$ cat config.mk
export PLATFORM = sky130hd
export DESIGN_NAME = tug_referee_flat
export DESIGN_NICKNAME = d
export VERILOG_FILES = /design/src/rtl/tug_referee_if.sv /design/src/rtl/tug_referee.sv /design/src/flat_wrapper.sv
export SDC_FILE = /design/constraint.sdc
export NUM_CORES = 1
export LEC_CHECK = 0
export ABC_AREA = 1
export BUFFER_PORTS_ARGS = -buffer_cell sky130_fd_sc_hd__buf_2
export CAP_MARGIN = 25
export CORE_MARGIN = 4
export CORE_UTILIZATION = 44
export DETAILED_ROUTE_END_ITERATION = 16
export HOLD_SLACK_MARGIN = 0.03
export PLACE_DENSITY = 0.73
export SYNTH_ARGS = -nofsm -noshare
export SYNTH_HDL_FRONTEND = slang
export SYNTH_SLANG_ARGS = --single-unit
$ cat constraint.sdc
create_clock -name clk -period 1.51 [get_ports clk]
set_input_delay 0.151 -clock clk [delete_from_list [all_inputs] [get_ports clk]]
set_output_delay 0.151 -clock clk [all_outputs]
set_load 0.02 [all_outputs]
$ cat src/rtl/tug_referee_if.sv
// Referee-side bundle for the tug-of-war playfield.
// master: field/player side. It drives L, R, leftEnd and rightEnd, and it sees the referee results.
// slave : referee side. It sees the presses and end lights, and it drives newGame, scores, roundWinner and matchOver.
interface tug_referee_if #(
  parameter int unsigned SCORE_W = 3
);
  logic               L;
  logic               R;
  logic               leftEnd;
  logic               rightEnd;
  logic               newGame;
  logic [SCORE_W-1:0] leftScore;
  logic [SCORE_W-1:0] rightScore;
  logic [1:0]         roundWinner;
  logic               matchOver;

  modport master (
    output L, R, leftEnd, rightEnd,
    input  newGame, leftScore, rightScore, roundWinner, matchOver
  );

  modport slave (
    input  L, R, leftEnd, rightEnd,
    output newGame, leftScore, rightScore, roundWinner, matchOver
  );
endinterface

$ cat src/rtl/tug_referee.sv
// Match referee at the far end of the field light chain.
// The referee watches the two outermost field lights and the player press pulses.
// It declares a round winner and keeps a score for each player.
// After PAUSE_CYCLES it pulses newGame to re-centre the field.
// The match ends when a score reaches MAX_SCORE.
// Ports:
//   clk   - system clock
//   Reset - synchronous, active-high reset
//   bus   - tug_referee_if.slave carrying the following signals:
//           inputs  L, R, leftEnd, rightEnd
//           outputs newGame, leftScore, rightScore, roundWinner, matchOver
//           All outputs are registered.
module tug_referee #(
  parameter int unsigned MAX_SCORE    = 7,
  parameter int unsigned SCORE_W      = 3,
  parameter int unsigned PAUSE_CYCLES = 4
) (
  input  logic           clk,
  input  logic           Reset,
  tug_referee_if.slave   bus
);

  localparam int unsigned          CNT_W      = $clog2(PAUSE_CYCLES + 1);
  localparam logic [CNT_W-1:0]     PAUSE_LAST = CNT_W'(PAUSE_CYCLES - 1);
  localparam logic [SCORE_W-1:0]   SCORE_MAX  = SCORE_W'(MAX_SCORE);

  typedef enum logic [1:0] {
    PLAY    = 2'd0,
    PAUSE   = 2'd1,
    NEWGAME = 2'd2,
    OVER    = 2'd3
  } state_e;

  state_e             state_q, state_d;
  logic [CNT_W-1:0]   cnt_q, cnt_d;
  logic               new_game_q, new_game_d;
  logic [SCORE_W-1:0] left_score_q, left_score_d;
  logic [SCORE_W-1:0] right_score_q, right_score_d;
  logic [1:0]         winner_q, winner_d;
  logic               match_over_q, match_over_d;

  logic               left_win, right_win;
  logic [SCORE_W-1:0] left_next, right_next;

  // Round decode. Both end lights lit is an illegal field, so it blocks any win.
  // L&R together fails both terms, so a simultaneous press never wins.
  always_comb begin
    left_win   = 1'b0;
    right_win  = 1'b0;
    left_next  = left_score_q + SCORE_W'(1);
    right_next = right_score_q + SCORE_W'(1);
    if (state_q == PLAY && !(bus.leftEnd && bus.rightEnd)) begin
      left_win  = bus.leftEnd  &&  bus.L && !bus.R;
      right_win = bus.rightEnd &&  bus.R && !bus.L;
    end
  end

  // State register and all output/datapath flops
  always_ff @(posedge clk) begin
    if (Reset) begin
      state_q       <= PLAY;
      cnt_q         <= '0;
      new_game_q    <= 1'b0;
      left_score_q  <= '0;
      right_score_q <= '0;
      winner_q      <= 2'b00;
      match_over_q  <= 1'b0;
    end else begin
      state_q       <= state_d;
      cnt_q         <= cnt_d;
      new_game_q    <= new_game_d;
      left_score_q  <= left_score_d;
      right_score_q <= right_score_d;
      winner_q      <= winner_d;
      match_over_q  <= match_over_d;
    end
  end

  // Next-state logic
  always_comb begin
    state_d = state_q;
    unique case (state_q)
      PLAY: begin
        if (left_win)
          state_d = (left_next == SCORE_MAX) ? OVER : PAUSE;
        else if (right_win)
          state_d = (right_next == SCORE_MAX) ? OVER : PAUSE;
      end
      PAUSE:   if (cnt_q == PAUSE_LAST) state_d = NEWGAME;
      NEWGAME: state_d = PLAY;
      OVER:    state_d = OVER;
      default: state_d = PLAY;
    endcase
  end

  // Output and datapath logic
  always_comb begin
    cnt_d         = cnt_q;
    left_score_d  = left_score_q;
    right_score_d = right_score_q;
    winner_d      = winner_q;
    match_over_d  = match_over_q;
    // newGame is registered, so it is high for exactly the one cycle spent in NEWGAME.
    new_game_d    = (state_d == NEWGAME);
    unique case (state_q)
      PLAY: begin
        if (left_win) begin
          left_score_d = left_next;
          winner_d     = 2'b10;
          match_over_d = (left_next == SCORE_MAX);
          cnt_d        = '0;
        end else if (right_win) begin
          right_score_d = right_next;
          winner_d      = 2'b01;
          match_over_d  = (right_next == SCORE_MAX);
          cnt_d         = '0;
        end
      end
      PAUSE:   cnt_d = cnt_q + CNT_W'(1);
      NEWGAME: winner_d = 2'b00;
      default: ;
    endcase
  end

  assign bus.newGame     = new_game_q;
  assign bus.leftScore   = left_score_q;
  assign bus.rightScore  = right_score_q;
  assign bus.roundWinner = winner_q;
  assign bus.matchOver   = match_over_q;

endmodule

$ cat src/flat_wrapper.sv
// flat-port wrapper written by rule: the top's interface ports become plain ports
module tug_referee_flat 
#(
  parameter int unsigned MAX_SCORE    = 7,
  parameter int unsigned SCORE_W      = 3,
  parameter int unsigned PAUSE_CYCLES = 4
)
  (clk, Reset, bus_L, bus_R, bus_leftEnd, bus_rightEnd, bus_newGame, bus_leftScore, bus_rightScore, bus_roundWinner, bus_matchOver);
  tug_referee_if #(.SCORE_W(SCORE_W)) bus_i ();
  input  logic clk;
  input  logic Reset;
  input wire logic [$bits(bus_i.L)-1:0] bus_L;
  input wire logic [$bits(bus_i.R)-1:0] bus_R;
  input wire logic [$bits(bus_i.leftEnd)-1:0] bus_leftEnd;
  input wire logic [$bits(bus_i.rightEnd)-1:0] bus_rightEnd;
  output wire logic [$bits(bus_i.newGame)-1:0] bus_newGame;
  output wire logic [$bits(bus_i.leftScore)-1:0] bus_leftScore;
  output wire logic [$bits(bus_i.rightScore)-1:0] bus_rightScore;
  output wire logic [$bits(bus_i.roundWinner)-1:0] bus_roundWinner;
  output wire logic [$bits(bus_i.matchOver)-1:0] bus_matchOver;
  assign bus_i.L = bus_L;
  assign bus_i.R = bus_R;
  assign bus_i.leftEnd = bus_leftEnd;
  assign bus_i.rightEnd = bus_rightEnd;
  assign bus_newGame = bus_i.newGame;
  assign bus_leftScore = bus_i.leftScore;
  assign bus_rightScore = bus_i.rightScore;
  assign bus_roundWinner = bus_i.roundWinner;
  assign bus_matchOver = bus_i.matchOver;
  tug_referee #(.MAX_SCORE(MAX_SCORE), .SCORE_W(SCORE_W), .PAUSE_CYCLES(PAUSE_CYCLES)) u_core (.clk(clk), .Reset(Reset), .bus(bus_i));
endmodule
==> results of run 1 <==
-- cell usage after synthesis --
library cell	number
sky130_fd_sc_hd__a211oi_2	1
sky130_fd_sc_hd__a21oi_1	10
sky130_fd_sc_hd__a21oi_2	1
sky130_fd_sc_hd__a31oi_1	1
sky130_fd_sc_hd__clkbuf_1	1
sky130_fd_sc_hd__dfxtp_1	15
sky130_fd_sc_hd__ha_1	6
sky130_fd_sc_hd__inv_1	13
sky130_fd_sc_hd__inv_2	1
sky130_fd_sc_hd__inv_4	1
sky130_fd_sc_hd__nand2_1	13
sky130_fd_sc_hd__nand2_2	5
sky130_fd_sc_hd__nand2_4	1
sky130_fd_sc_hd__nand3_1	5
sky130_fd_sc_hd__nand3_2	1
sky130_fd_sc_hd__nor2_1	7
sky130_fd_sc_hd__nor2_2	1
sky130_fd_sc_hd__nor2_4	1
sky130_fd_sc_hd__nor2_8	1
sky130_fd_sc_hd__nor3_1	1
sky130_fd_sc_hd__o21ai_0	4
sky130_fd_sc_hd__o21ai_1	1
sky130_fd_sc_hd__xnor2_1	1
sky130_fd_sc_hd__xor2_1	1
-- how the worst max path moves through the flow --
stage / startpoint / endpoint / cells past startpoint
after floorplan: u_core.bus.rightScore[1] / u_core.state_q[1] / 7
after global placement: u_core.cnt_q[0] / u_core.state_q[1] / 6
after detailed placement: u_core.state_q[1] / u_core.cnt_q[1] / 8
after CTS: u_core.state_q[1] / u_core.cnt_q[1] / 8
after global routing: u_core.bus.rightScore[1] / u_core.state_q[1] / 7
final: u_core.state_q[1] / u_core.cnt_q[1] / 8
-- per-layer routing --
layer / wire, um / vias up
li1: - / 336
met5: 0 / -
met2: 540 / 14
met4: 22 / 0
met3: 73 / 4
met1: 628 / 273
-- cell type report --
| type | count | area share (%) |
|---|---|---|
| sequential | 15 | 34.5 |
| clock buffer | 4 | 3.02 |
| tap | 16 | 2.30 |
| multi-input combinational | 62 | 44.8 |
| timing repair buffer | 15 | 8.62 |
| inverter | 15 | 6.75 |
-- per-stage QoR --
stage | util (%) | hold slack, ps | setup slack (ps) | power (mW) | cell area [um2]
2_1_floorplan | - | 329 | 323 | 0.510 | 753
3_3_place_gp | 54.2 | 449 | 305 | 0.536 | 845
3_5_place_dp | 54.2 | 455 | 319 | 0.539 | 845
4_1_cts | 55.9 | 180 | 309 | 0.760 | 871
5_1_grt | 55.9 | 192 | 177 | 0.794 | 871
6_report | 55.9 | 185 | 318 | 0.751 | 871
-- cells in the final DEF, fill, tap and decap left out, types with 3 or more instances in the layout --
master | netlist | layout
sky130_fd_sc_hd__buf_2 | 0 | 15
sky130_fd_sc_hd__nand2_1 | 13 | 13
sky130_fd_sc_hd__a21oi_1 | 10 | 10
sky130_fd_sc_hd__nor2_1 | 7 | 7
sky130_fd_sc_hd__inv_1 | 13 | 13
sky130_fd_sc_hd__clkbuf_4 | 0 | 3
sky130_fd_sc_hd__dfxtp_1 | 15 | 15
sky130_fd_sc_hd__nand3_1 | 5 | 5
sky130_fd_sc_hd__o21ai_0 | 4 | 4
sky130_fd_sc_hd__nand2_2 | 5 | 5
sky130_fd_sc_hd__ha_1 | 6 | 6
-- logic make-up (layout without fill, tap and decap cells) --
logic type / Yosys count / in the layout
xor gates and xnor gates: 2 / 2
and+or+nand+nor: 36 / 36
DFF: 15 / 15
adders and majority gates: 6 / 6
AOI/OAI and AO/OA: 18 / 18
buffers and inverters: 16 / 34
-- sequential cells by signal, indices dropped and copies added (netlist names) --
signal and count:
u_core.bus.leftScore 3, u_core.bus.matchOver 1, u_core.bus.newGame 1, u_core.bus.rightScore 3, u_core.bus.roundWinner 2, u_core.cnt_q 3, u_core.state_q 2
-- power breakdown --
group	internal (mW)	leakage (nW)	switching, mW
Sequential	0.409	0.122	0.0121
Combinational	0.0378	0.308	0.0692
Clock	0.103	0.0150	0.120
Total	0.549	0.445	0.202
==> metrics.md, run 1 <==
| Metric | Value |
|---|---|
| Worst slew pin tran | `222 ps` |
| Maximum fanout count along the critical path | `8` |
| Global Route met1 Usage | `16.6%` |
| Syn Inst Count | `93` |
| Critical-path cell list | `nor2_4, nand2_4, nor2_8, inv_4, nand2_2, nand2_2, nand2_1, a21oi_1` |
| RSZ-0062 raised after global routing | `false` |
| Number of port buffers | `15` |
| Setup clock skew after layout | `1.45 ps` |
| DR DRC count | `0` |
| Signal arrival time at the worst endpoint | `1360 ps` |
| Max rail drop VDD | `around 0.62 mV` |
| Worst r2r src | `u_core.state_q[1]` |
| Placed Cells | `123` |
| Clock root buffer master | `sky130_fd_sc_hd__clkbuf_4` |
| Routability congestion estimate from global placement | `0.687` |
| WHS Endpoint | `u_core.bus.leftScore[2]` |
| Number of antenna violations at the first check in global routing | `0` |
| Clock transition at the registers of the reported paths | `80 ps` |
| Final Non-Filler Cells | `127` |
| Startpoint type of the worst setup path | `register` |
| Top Family by Delay on Critical Path | `simple AND/OR/NAND/NOR gates` |
| Total number of nets in the final design | `124` |
| Number of setup violations in the final report | `0` |
| Post-synth cell types | `24` |
| FF+latch area | `300 um2` |
| Maxcap violations | `0` |
| FMAX | `0.839 GHz` |
| Delay of the slowest critical-path stage | `360 ps` |
| Master of the slowest instance on the critical path | `sky130_fd_sc_hd__dfxtp_1` |
| Max H-tree Level | `1` |
| Crit path capture type | `register` |
| Overall die area | `2440 um2` |
| Total Routing Usage GR | `13.0%` |
| Total negative slack | `0 ps` |
| Min-Delay Path Depth | `2` |
| Fraction of the mapped netlist area in adder cells | `under 10%` |
| Worst reg-to-reg setup slack | `320 ps` |
| HPWL after detailed placement | `992 um` |
| Max_slew headroom | `between 80 and 90%` |
| Post-CTS Repair Setup Buffers | `0` |
| Number of buffers inserted during clock tree synthesis | `3` |
| Routed via count divided by cell count | `4.94` |
| Ranking of synthesized cells by area | `sky130_fd_sc_hd__dfxtp_1 40%, sky130_fd_sc_hd__ha_1 10%, sky130_fd_sc_hd__a21oi_1 6.6%, sky130_fd_sc_hd__inv_1 6.5%, sky130_fd_sc_hd__nand2_1 6.5%` |
| Most repeated library cell on the critical path | `sky130_fd_sc_hd__nand2_2` |
| Portion of netlist area occupied by mux cells | `0%` |
| Number of hold-slack violations in the final timing report | `0` |
| # clock sinks | `15` |
| Mean post-synth cell area | `roughly 8 um2` |
| Flops & latches, synth | `15` |
| Cell accounting for the most synthesized area | `sky130_fd_sc_hd__dfxtp_1` |
| Run status | `finished, final reports clean` |
| Routing usage on met2 | `19.2%` |
| Tightest Hold Check Type | `in2reg` |
| Fin crit period | `approximately 1200 ps` |
| Share of the synthesized area in compound gates (AO/OA/AOI/OAI) | `13.6%` |
| Top-level I/O count | `16` |
| Via count of the first global-routing pass | `605` |
| Area share of the leading cell type in the synthesized netlist | `39.9%` |
| Footprint of the multi-input gates | `390 um2` |
| Most Used Layer, Global Route | `met2` |
| Setup CP Type | `reg2reg` |
| Pin count of the biggest net entering global routing | `12` |
| Average detailed-routed wire length per instance | `9.95 um` |
| Total inserted antenna cells | `0` |
| Number of vias in the routed layout | `627` |
| Final WL | `1260 um` |
| Die Height | `just under 50 um` |
| Simple-gate share of the synthesized area | `25.9%` |
| Buffering stage count on the worst path with inverters included | `1` |
| Main combinational cell family by area after synthesis | `simple AND/OR/NAND/NOR gates` |
| Fraction of final layout cells with drive strength greater than 1 | `28.8%` |
| Data required time of the worst path | `between 1500 and 2000 ps` |
| Power density relative to cell area | `862 nW/um2` |
| Initial cell density of the core | `approximately half` |
| Count of warnings emitted by yosys | `0` |
| Layout filler cell count | `144` |
| Crit share post-route | `78.9%` |
| Net count of the mapped netlist | `105` |
| Origin of the worst min-delay path | `Reset` |
| Area added between synthesis and finish | `15.6%` |
| Width of the die | `49.4 um` |
| Met3 usage | `under 10%` |
| Parity-gate share of the synthesized area counting xor and xnor cells | `roughly 2.3%` |
| Count of standard-cell rows | `14` |
| Sequential fraction of the synthesis area | `39.9%` |
| Iteration-0 DRC Markers | `1` |
| Post-route antenna net violation count | `0` |
| Worst-case clock buffer depth | `2` |
| Reg2Reg Depth | `8` |
| Leakage power | `0.445 nW` |
| Clock insertion delay at the later pin of the skew report | `280 ps` |
| CTS tree | `yes` |
| Gates resized, CTS repair | `0` |
| Synthesized cell area | `~750 um2` |
| Hold Buf Count CTS | `0` |
| Total congestion overflow after global routing | `0` |
| Reg-to-reg critical path endpoint | `u_core.cnt_q[1]` |
| Pins over their slew limit | `0` |
| Area inside the core boundary | `around 1600 um2` |
| First-pass GRT wire length | `2460 um` |
| Number of detailed-route iterations in the first pass | `3` |
Power figures use the tool's default switching activity.
==> inputs of run 2 (changes only) <==
- clock period: 1.51 -> 1.2 ns (I/O delays scaled with it)
==> metrics.md, run 2 (synthesis results as in run 1) <==
| Metric | Value |
|---|---|
| Maxcap violations | `0 (unchanged)` |
| Worst slew pin tran | `222 ps (+0.144 ps)` |
| Run status | `finished, final reports clean` |
| Total placed instance area | `860 um2 (+1.8%)` |
| Max H-tree Level | `1 (unchanged)` |
| Final-layout worst hold slack | `163 ps (-22.9 ps)` |
| Post-layout worst setup margin | `56.8 ps (-262 ps)` |
| Die Height | `49.4 um (unchanged)` |
| Hold Buf Count CTS | `0 (unchanged)` |
| Average detailed-routed wire length per instance | `10.3 um (+3.8%)` |
| Commonest non-fill, non-tap cells in the layout | `15 x sky130_fd_sc_hd__buf_2, 13 x sky130_fd_sc_hd__inv_1, 13 x sky130_fd_sc_hd__nand2_1` |
| Internal power | `702 uW (+28%)` |
| Tightest Hold Check Type | `in2reg` |
| Total congestion overflow after global routing | `0 (unchanged)` |
| Number of setup violations in the final report | `0 (unchanged)` |
| Reg2Reg Depth | `5 (-3)` |
| Crit path capture type | `register` |
| Number of detailed-route iterations in the first pass | `4 (+1)` |
| # clock sinks | `15 (unchanged)` |
| Total inserted antenna cells | `0 (unchanged)` |
| Dpl ws | `32.0 ps (-287 ps)` |
| CTS tree | `yes` |
| Commonest non-fill, non-tap cell in the layout | `sky130_fd_sc_hd__buf_2` |
| Total number of nets in the final design | `128 (+3.2%)` |
| HPWL after detailed placement | `1040 um (+4.5%)` |
| Origin of the worst min-delay path | `Reset` |
| Clock root buffer master | `sky130_fd_sc_hd__clkbuf_4` |
| Fin crit period | `1140 ps (-48.5 ps)` |
| Clock insertion delay at the later pin of the skew report | `270 ps (about the same)` |
| Logic pwr share | `15.7% (+1.5 points)` |
| Area inside the core boundary | `1560 um2 (unchanged)` |
| Worst-case clock buffer depth | `2 (unchanged)` |
| Width of the die | `49.4 um (unchanged)` |
| Switching pwr | `258 uW (+28%)` |
| Routed via count divided by cell count | `4.81 (-2.6%)` |
| Number of hold-slack violations in the final timing report | `0 (unchanged)` |
| Min-Delay Path Depth | `2 (unchanged)` |
| Crit share post-route | `95.3% (+16 points)` |
| Number of port buffers | `15 (unchanged)` |
| Setup clock skew after layout | `4.06 ps (+2.61 ps)` |
| Via count of the first global-routing pass | `563 (-6.9%)` |
| Placed Cells | `125 (+1.6%)` |
| Number of antenna violations at the first check in global routing | `0 (unchanged)` |
| Clock transition at the registers of the reported paths | `90 ps (about the same)` |
| Data required time of the worst path | `1400 ps (-280 ps)` |
| Routability congestion estimate from global placement | `0.706 (+2.8%)` |
| Post-route antenna net violation count | `0 (unchanged)` |
| Net Sw Frac | `26.9% (+0.033 points)` |
| Summed area of non-filler cells in the final layout | `923 um2 (+6.0%)` |
| Final WL | `1350 um (+7.1%)` |
| Initial cell density of the core | `48.3% (unchanged)` |
| First-pass GRT wire length | `2240 um (-8.7%)` |
| Pin count of the biggest net entering global routing | `12 (unchanged)` |
| Share of power burned in registers | `55.2% (-0.9 points)` |
| WHS Endpoint | `u_core.state_q[0]` |
| Area added between synthesis and finish | `22.6%` |
| Signal arrival time at the worst endpoint | `1340 ps (-20 ps)` |
| Number of vias in the routed layout | `630 (+0.48%)` |
| Number of buffers inserted during clock tree synthesis | `3 (unchanged)` |
| Worst reg-to-reg setup slack | `60 ps (-260 ps)` |
| Final Non-Filler Cells | `131 (+3.1%)` |
| Overall die area | `2440 um2 (unchanged)` |
| FMAX | `0.875 GHz (+4.2%)` |
| Reg-to-reg critical path endpoint | `u_core.bus.matchOver` |
| Startpoint type of the worst setup path | `register` |
| Iteration-0 DRC Markers | `2 (+1)` |
| Power density relative to cell area | `1040 nW/um2 (+21%)` |
| Setup CP Type | `reg2reg` |
| Total Routing Usage GR | `11.9% (-1.1 points)` |
| Max rail drop VDD | `0.582 mV (-6.1%)` |
| Part of the total power dissipated in the clock network | `29.1% (-0.6 points)` |
| Max_slew headroom | `85.2% (+0.096 points)` |
| Fraction of final layout cells with drive strength greater than 1 | `35.7% (+6.8 points)` |
| Pins over their slew limit | `0 (unchanged)` |
| Leakage power | `0.468 nW (+5.2%)` |
| Top-level I/O count | `16 (unchanged)` |
| DR DRC count | `0 (unchanged)` |
| Maximum fanout count along the critical path | `6 (-2)` |
| Worst r2r src | `u_core.state_q[0]` |
| Count of standard-cell rows | `14 (unchanged)` |
-- run 2: metal layers --
layer | track usage, % | part of all wire (%)
met1 | 14.3 | 48
met2 | 19.0 | 46
met3 | 3.98 | 5.7
met4 | 5.53 | 0
met5 | 0 | 0
-- run 2: power groups by stage --
| stage | sequential [mW] | clock (mW) | combinational (mW) |
|---|---|---|---|
| final | 0.530 | 0.280 | 0.151 |
| after CTS | 0.530 | 0.288 | 0.140 |
| after floorplan | 0.553 | 0 | 0.0881 |
| after detailed placement | 0.541 | 0 | 0.140 |
| after global placement | 0.540 | 0 | 0.136 |
| after global routing | 0.533 | 0.324 | 0.168 |
-- run 2: critical path: stages (launching register included) --
cell and delay [ps]:
sky130_fd_sc_hd__dfxtp_4 360, sky130_fd_sc_hd__nor2_4 150, sky130_fd_sc_hd__nand3_2 170, sky130_fd_sc_hd__inv_4 120, sky130_fd_sc_hd__nand2_1 80, sky130_fd_sc_hd__a31oi_1 190
-- run 2: cell type report --
type / instances / area, um2
repair buffers: 19 / 105
inverters: 15 / 61.3
fillers: 142 / 636
well taps: 16 / 20.0
clock buffers: 4 / 26.3
flip-flops and latches: 15 / 308
multi-input cells: 62 / 403
-- run 2: how the worst max path moves through the flow --
stage	startpoint	to	slack, ps	depth (start not counted)
4_1_cts	u_core.cnt_q[0]	u_core.state_q[1]	20	6
5_1_grt	u_core.state_q[0]	u_core.bus.matchOver	-30	5
3_3_place_gp	u_core.bus.rightScore[0]	u_core.state_q[1]	60	7
6_report	u_core.state_q[0]	u_core.bus.matchOver	60	5
3_5_place_dp	u_core.bus.rightScore[1]	u_core.state_q[1]	30	7
2_1_floorplan	u_core.bus.rightScore[1]	u_core.state_q[1]	10	7
-- run 2: repair_timing --
action | in CTS | in global routing
resized for setup | 0 | 9
endpoints found under the setup margin | 0 | 10
hold endpoints to repair | 0 | 0
setup buffers | 0 | 2
-- run 2: per-stage QoR --
stage / utilization [%] / power [mW] / TNS, ps
final: 59.2 / 0.961 / 0
after floorplan: - / 0.641 / 0
after CTS: 56.8 / 0.957 / 0
after detailed placement: 55.1 / 0.681 / 0
after global routing: 59.2 / 1.02 / -52.5
after global placement: 55.1 / 0.677 / 0
==> inputs of run 3 (changes only) <==
- ABC_AREA: 1 -> default
==> metrics.md, run 3 <==
| Metric | Value |
|---|---|
| Setup CP Type | `reg2reg` |
| Net count of the mapped netlist | `92 (-12%)` |
| Initial cell density of the core | `47.7% (-0.64 points)` |
| Average detailed-routed wire length per instance | `13.4 um (+30%)` |
| Top-level I/O count | `16 (unchanged)` |
| Cell accounting for the most synthesized area | `sky130_fd_sc_hd__dfxtp_1` |
| Reg-to-reg critical path endpoint | `u_core.bus.newGame` |
| Power density relative to cell area | `1000 nW/um2 (-3.8%)` |
| FMAX | `0.842 GHz (-3.7%)` |
| Number of vias in the routed layout | `622 (-1.3%)` |
| Buffering stage count on the worst path with inverters included | `0 (-1)` |
| Summed area of non-filler cells in the final layout | `971 um2 (+5.1%)` |
| Synthesized cell area | `743 um2 (-1.3%)` |
| Signal arrival time at the worst endpoint | `1370 ps (+30 ps)` |
| Clock transition at the registers of the reported paths | `90 ps (about the same)` |
| Max_slew headroom | `81.8% (-3.4 points)` |
| Placed Cells | `112 (-10%)` |
| RSZ-0062 raised after global routing | `true` |
| WHS Endpoint | `u_core.bus.leftScore[0]` |
| Clock root buffer master | `sky130_fd_sc_hd__clkbuf_4` |
| # clock sinks | `15 (unchanged)` |
| Area inside the core boundary | `1560 um2 (unchanged)` |
| Commonest cells in the netlist | `15 x sky130_fd_sc_hd__dfxtp_1, 15 x sky130_fd_sc_hd__nor2_1, 7 x sky130_fd_sc_hd__a21oi_1, 6 x sky130_fd_sc_hd__ha_1` |
| Worst r2r src | `u_core.bus.leftScore[0]` |
| Top Family by Delay on Critical Path | `flip-flops` |
| Number of antenna violations at the first check in global routing | `0 (unchanged)` |
| Hold Buf Count CTS | `0 (unchanged)` |
| Setup clock skew after layout | `5.29 ps (+1.23 ps)` |
| Width of the die | `49.1 um (-0.56%)` |
| Via count of the first global-routing pass | `612 (+8.7%)` |
| Maximum fanout count along the critical path | `3 (-3)` |
| Run status | `finished, final reports clean` |
| Startpoint type of the worst setup path | `register` |
| Max rail drop VDD | `0.516 mV (-11%)` |
| Data required time of the worst path | `1390 ps (about the same)` |
| Total congestion overflow after global routing | `0 (unchanged)` |
| Routed via count divided by cell count | `5.27 (+9.6%)` |
| Ranking of synthesized cells by area | `sky130_fd_sc_hd__dfxtp_1 40%, sky130_fd_sc_hd__ha_1 10%, sky130_fd_sc_hd__nor2_1 7.6%, sky130_fd_sc_hd__a21oi_1 4.7%, sky130_fd_sc_hd__xor2_1 4.7%` |
| DR DRC count | `0 (unchanged)` |
| Iteration-0 DRC Markers | `8 (+6)` |
| Final WL | `1580 um (+17%)` |
| Number of port buffers | `15 (unchanged)` |
| Total negative slack | `0 ps (unchanged)` |
| Total placed instance area | `878 um2 (+2.2%)` |
| Syn Inst Count | `80 (-14%)` |
| Logic pwr share | `15.4% (-0.3 points)` |
| Total number of nets in the final design | `115 (-10%)` |
| Reg2Reg Depth | `5 (unchanged)` |
| Overall die area | `2410 um2 (-1.1%)` |
| First-pass GRT wire length | `2660 um (+18%)` |
| Routability congestion estimate from global placement | `0.740 (+4.7%)` |
| Worst-case clock buffer depth | `2 (unchanged)` |
| Leakage power | `0.412 nW (-12%)` |
| Asr flop ratio synth | `0% (unchanged)` |
| Commonest non-fill, non-tap cells in the layout | `15 x sky130_fd_sc_hd__nor2_1, 15 x sky130_fd_sc_hd__buf_2, 8 x sky130_fd_sc_hd__dfxtp_1` |
| Most frequently used flop master after synthesis | `sky130_fd_sc_hd__dfxtp_1` |
| HPWL after detailed placement | `1090 um (+5.1%)` |
| Number of setup violations in the final report | `0 (unchanged)` |
| Pin count of the biggest net entering global routing | `15 (+3)` |
| Min-Delay Path Depth | `2 (unchanged)` |
| Crit share post-route | `98.9% (+3.7 points)` |
| Area added between synthesis and finish | `30.6%` |
| Count of warnings emitted by yosys | `0 (unchanged)` |
| Pins over their slew limit | `0 (unchanged)` |
| Clock insertion delay at the later pin of the skew report | `290 ps (+20 ps)` |
| Flops & latches, synth | `15 (unchanged)` |
| Number of buffers inserted during clock tree synthesis | `3 (unchanged)` |
| Origin of the worst min-delay path | `Reset` |
| CTS tree | `yes` |
| Critical-path cell list | `ha_4, xor2_2, a41oi_2, o21ai_1, and3_1` |
| Final-layout worst hold slack | `171 ps (+8.12 ps)` |
| Fraction of final layout cells with drive strength greater than 1 | `44.1% (+8.5 points)` |
| Master of the slowest instance on the critical path | `sky130_fd_sc_hd__dfxtp_4` |
| Crit path capture type | `register` |
| Number of hold-slack violations in the final timing report | `0 (unchanged)` |
| Part of the total power dissipated in the clock network | `30.5% (+1.4 points)` |
| Number of detailed-route iterations in the first pass | `4 (unchanged)` |
| Internal power | `708 uW (+0.74%)` |
| Number of flops mapped to enable cells by yosys | `0 (unchanged)` |
| Total Routing Usage GR | `14.3% (+2.4 points)` |
| Core occupancy in the finished layout | `62.3% (+3.0 points)` |
| Final Non-Filler Cells | `118 (-9.9%)` |
| Delay of the slowest critical-path stage | `370 ps (about the same)` |
| Tightest Hold Check Type | `in2reg` |
| Maxcap violations | `0 (unchanged)` |
| Worst reg-to-reg setup slack | `10 ps (-40 ps)` |
| Post-synth cell types | `30 (+25%)` |
| Count of standard-cell rows | `14 (unchanged)` |
| Net Sw Frac | `27.2% (+0.27 points)` |
| Stages on worst setup path | `5 (unchanged)` |
| Area share of the leading cell type in the synthesized netlist | `40.4% (+0.54 points)` |
| Total inserted antenna cells | `0 (unchanged)` |
| Mean post-synth cell area | `9.29 um2 (+15%)` |
| Sequential fraction of the synthesis area | `40.4% (+0.54 points)` |
| Max H-tree Level | `1 (unchanged)` |
| Share of power burned in registers | `54.1% (-1.1 points)` |
| Fin crit period | `1190 ps (+43.8 ps)` |
| Switching pwr | `264 uW (+2.1%)` |
| Post-route antenna net violation count | `0 (unchanged)` |
| Worst slew pin tran | `272 ps (+50.7 ps)` |
| Die Height | `49.1 um (-0.56%)` |
[run 3: changes by cell type in the layout (fill, tap and decap cells not counted), moves of 4 or more]
cell,delta
sky130_fd_sc_hd__a21oi_1,-4
sky130_fd_sc_hd__nor2_1,+8
sky130_fd_sc_hd__ha_1,-4
sky130_fd_sc_hd__inv_1,-9
sky130_fd_sc_hd__nand2_1,-11
sky130_fd_sc_hd__nand2_2,-4
[run 3: layout make-up]
type	instances	area (um2)
inverters	4	15.0
flip-flops and latches	15	319
clock buffers	4	26.3
repair buffers	21	120
multi-input cells	58	470
fillers	123	588
well taps	16	20.0
[run 3: how the worst max path moves through the flow]
| stage | start | to | slack (ps) |
|---|---|---|---|
| 2_1_floorplan | u_core.state_q[0] | u_core.bus.matchOver | 5 |
| 3_3_place_gp | u_core.bus.leftScore[1] | u_core.bus.matchOver | -8 |
| 3_5_place_dp | u_core.bus.rightScore[1] | u_core.bus.matchOver | -10 |
| 4_1_cts | u_core.bus.leftScore[0] | u_core.bus.newGame | 7 |
| 5_1_grt | u_core.bus.rightScore[0] | u_core.bus.matchOver | -30 |
| 6_report | u_core.bus.leftScore[0] | u_core.bus.newGame | 10 |
[run 3: kinds of logic after synthesis]
| group | after synthesis | share of synthesized area (%) |
|---|---|---|
| adder cells (fa/ha/maj) | 6 | 10.1 |
| XOR/XNOR | 6 | 7.07 |
| AND/OR/NAND/NOR | 29 | 22.6 |
| AO/OA/AOI/OAI | 17 | 15.2 |
| flip-flops | 15 | 40.4 |
| buffers and inverters | 7 | 4.71 |
[run 3: power by group through the flow]
stage / clock (mW) / sequential, mW / combinational (mW)
after global routing: 0.323 / 0.528 / 0.165
after floorplan: 0 / 0.545 / 0.0778
after CTS: 0.299 / 0.524 / 0.138
after global placement: 0 / 0.533 / 0.128
after detailed placement: 0 / 0.534 / 0.131
final: 0.296 / 0.525 / 0.150
[run 3: repair_timing]
item                                   in CTS  in global routing
setup endpoints to repair                   5                  6
gates resized for setup                     6                  6
buffers inserted                            1                  1
pin swaps                                   3                  2
endpoints found under the hold margin       0                  0
[run 3: worst reg2reg max path: cells and delay by family, from the launching register on]
family | cells | cell delay [ps]
flops | 1 | 370
xor+xnor | 1 | 150
compound gates | 2 | 230
simple gates | 1 | 170
fa+ha+maj | 1 | 160
[run 3: stage by stage]
step	setup WS, ps	power [mW]
6_report	12.9	0.971
5_1_grt	-31.4	1.02
4_1_cts	7.47	0.961
3_5_place_dp	-11.1	0.666
3_3_place_gp	-8.06	0.661
2_1_floorplan	4.99	0.623
[run 3: layer usage]
metal	GRT usage [%]	wire (um)	part of all wire, %
met1	16.3	705	45
met2	23.0	751	48
met3	3.98	76	4.8
met4	9.48	47	3.0
met5	0	0	0
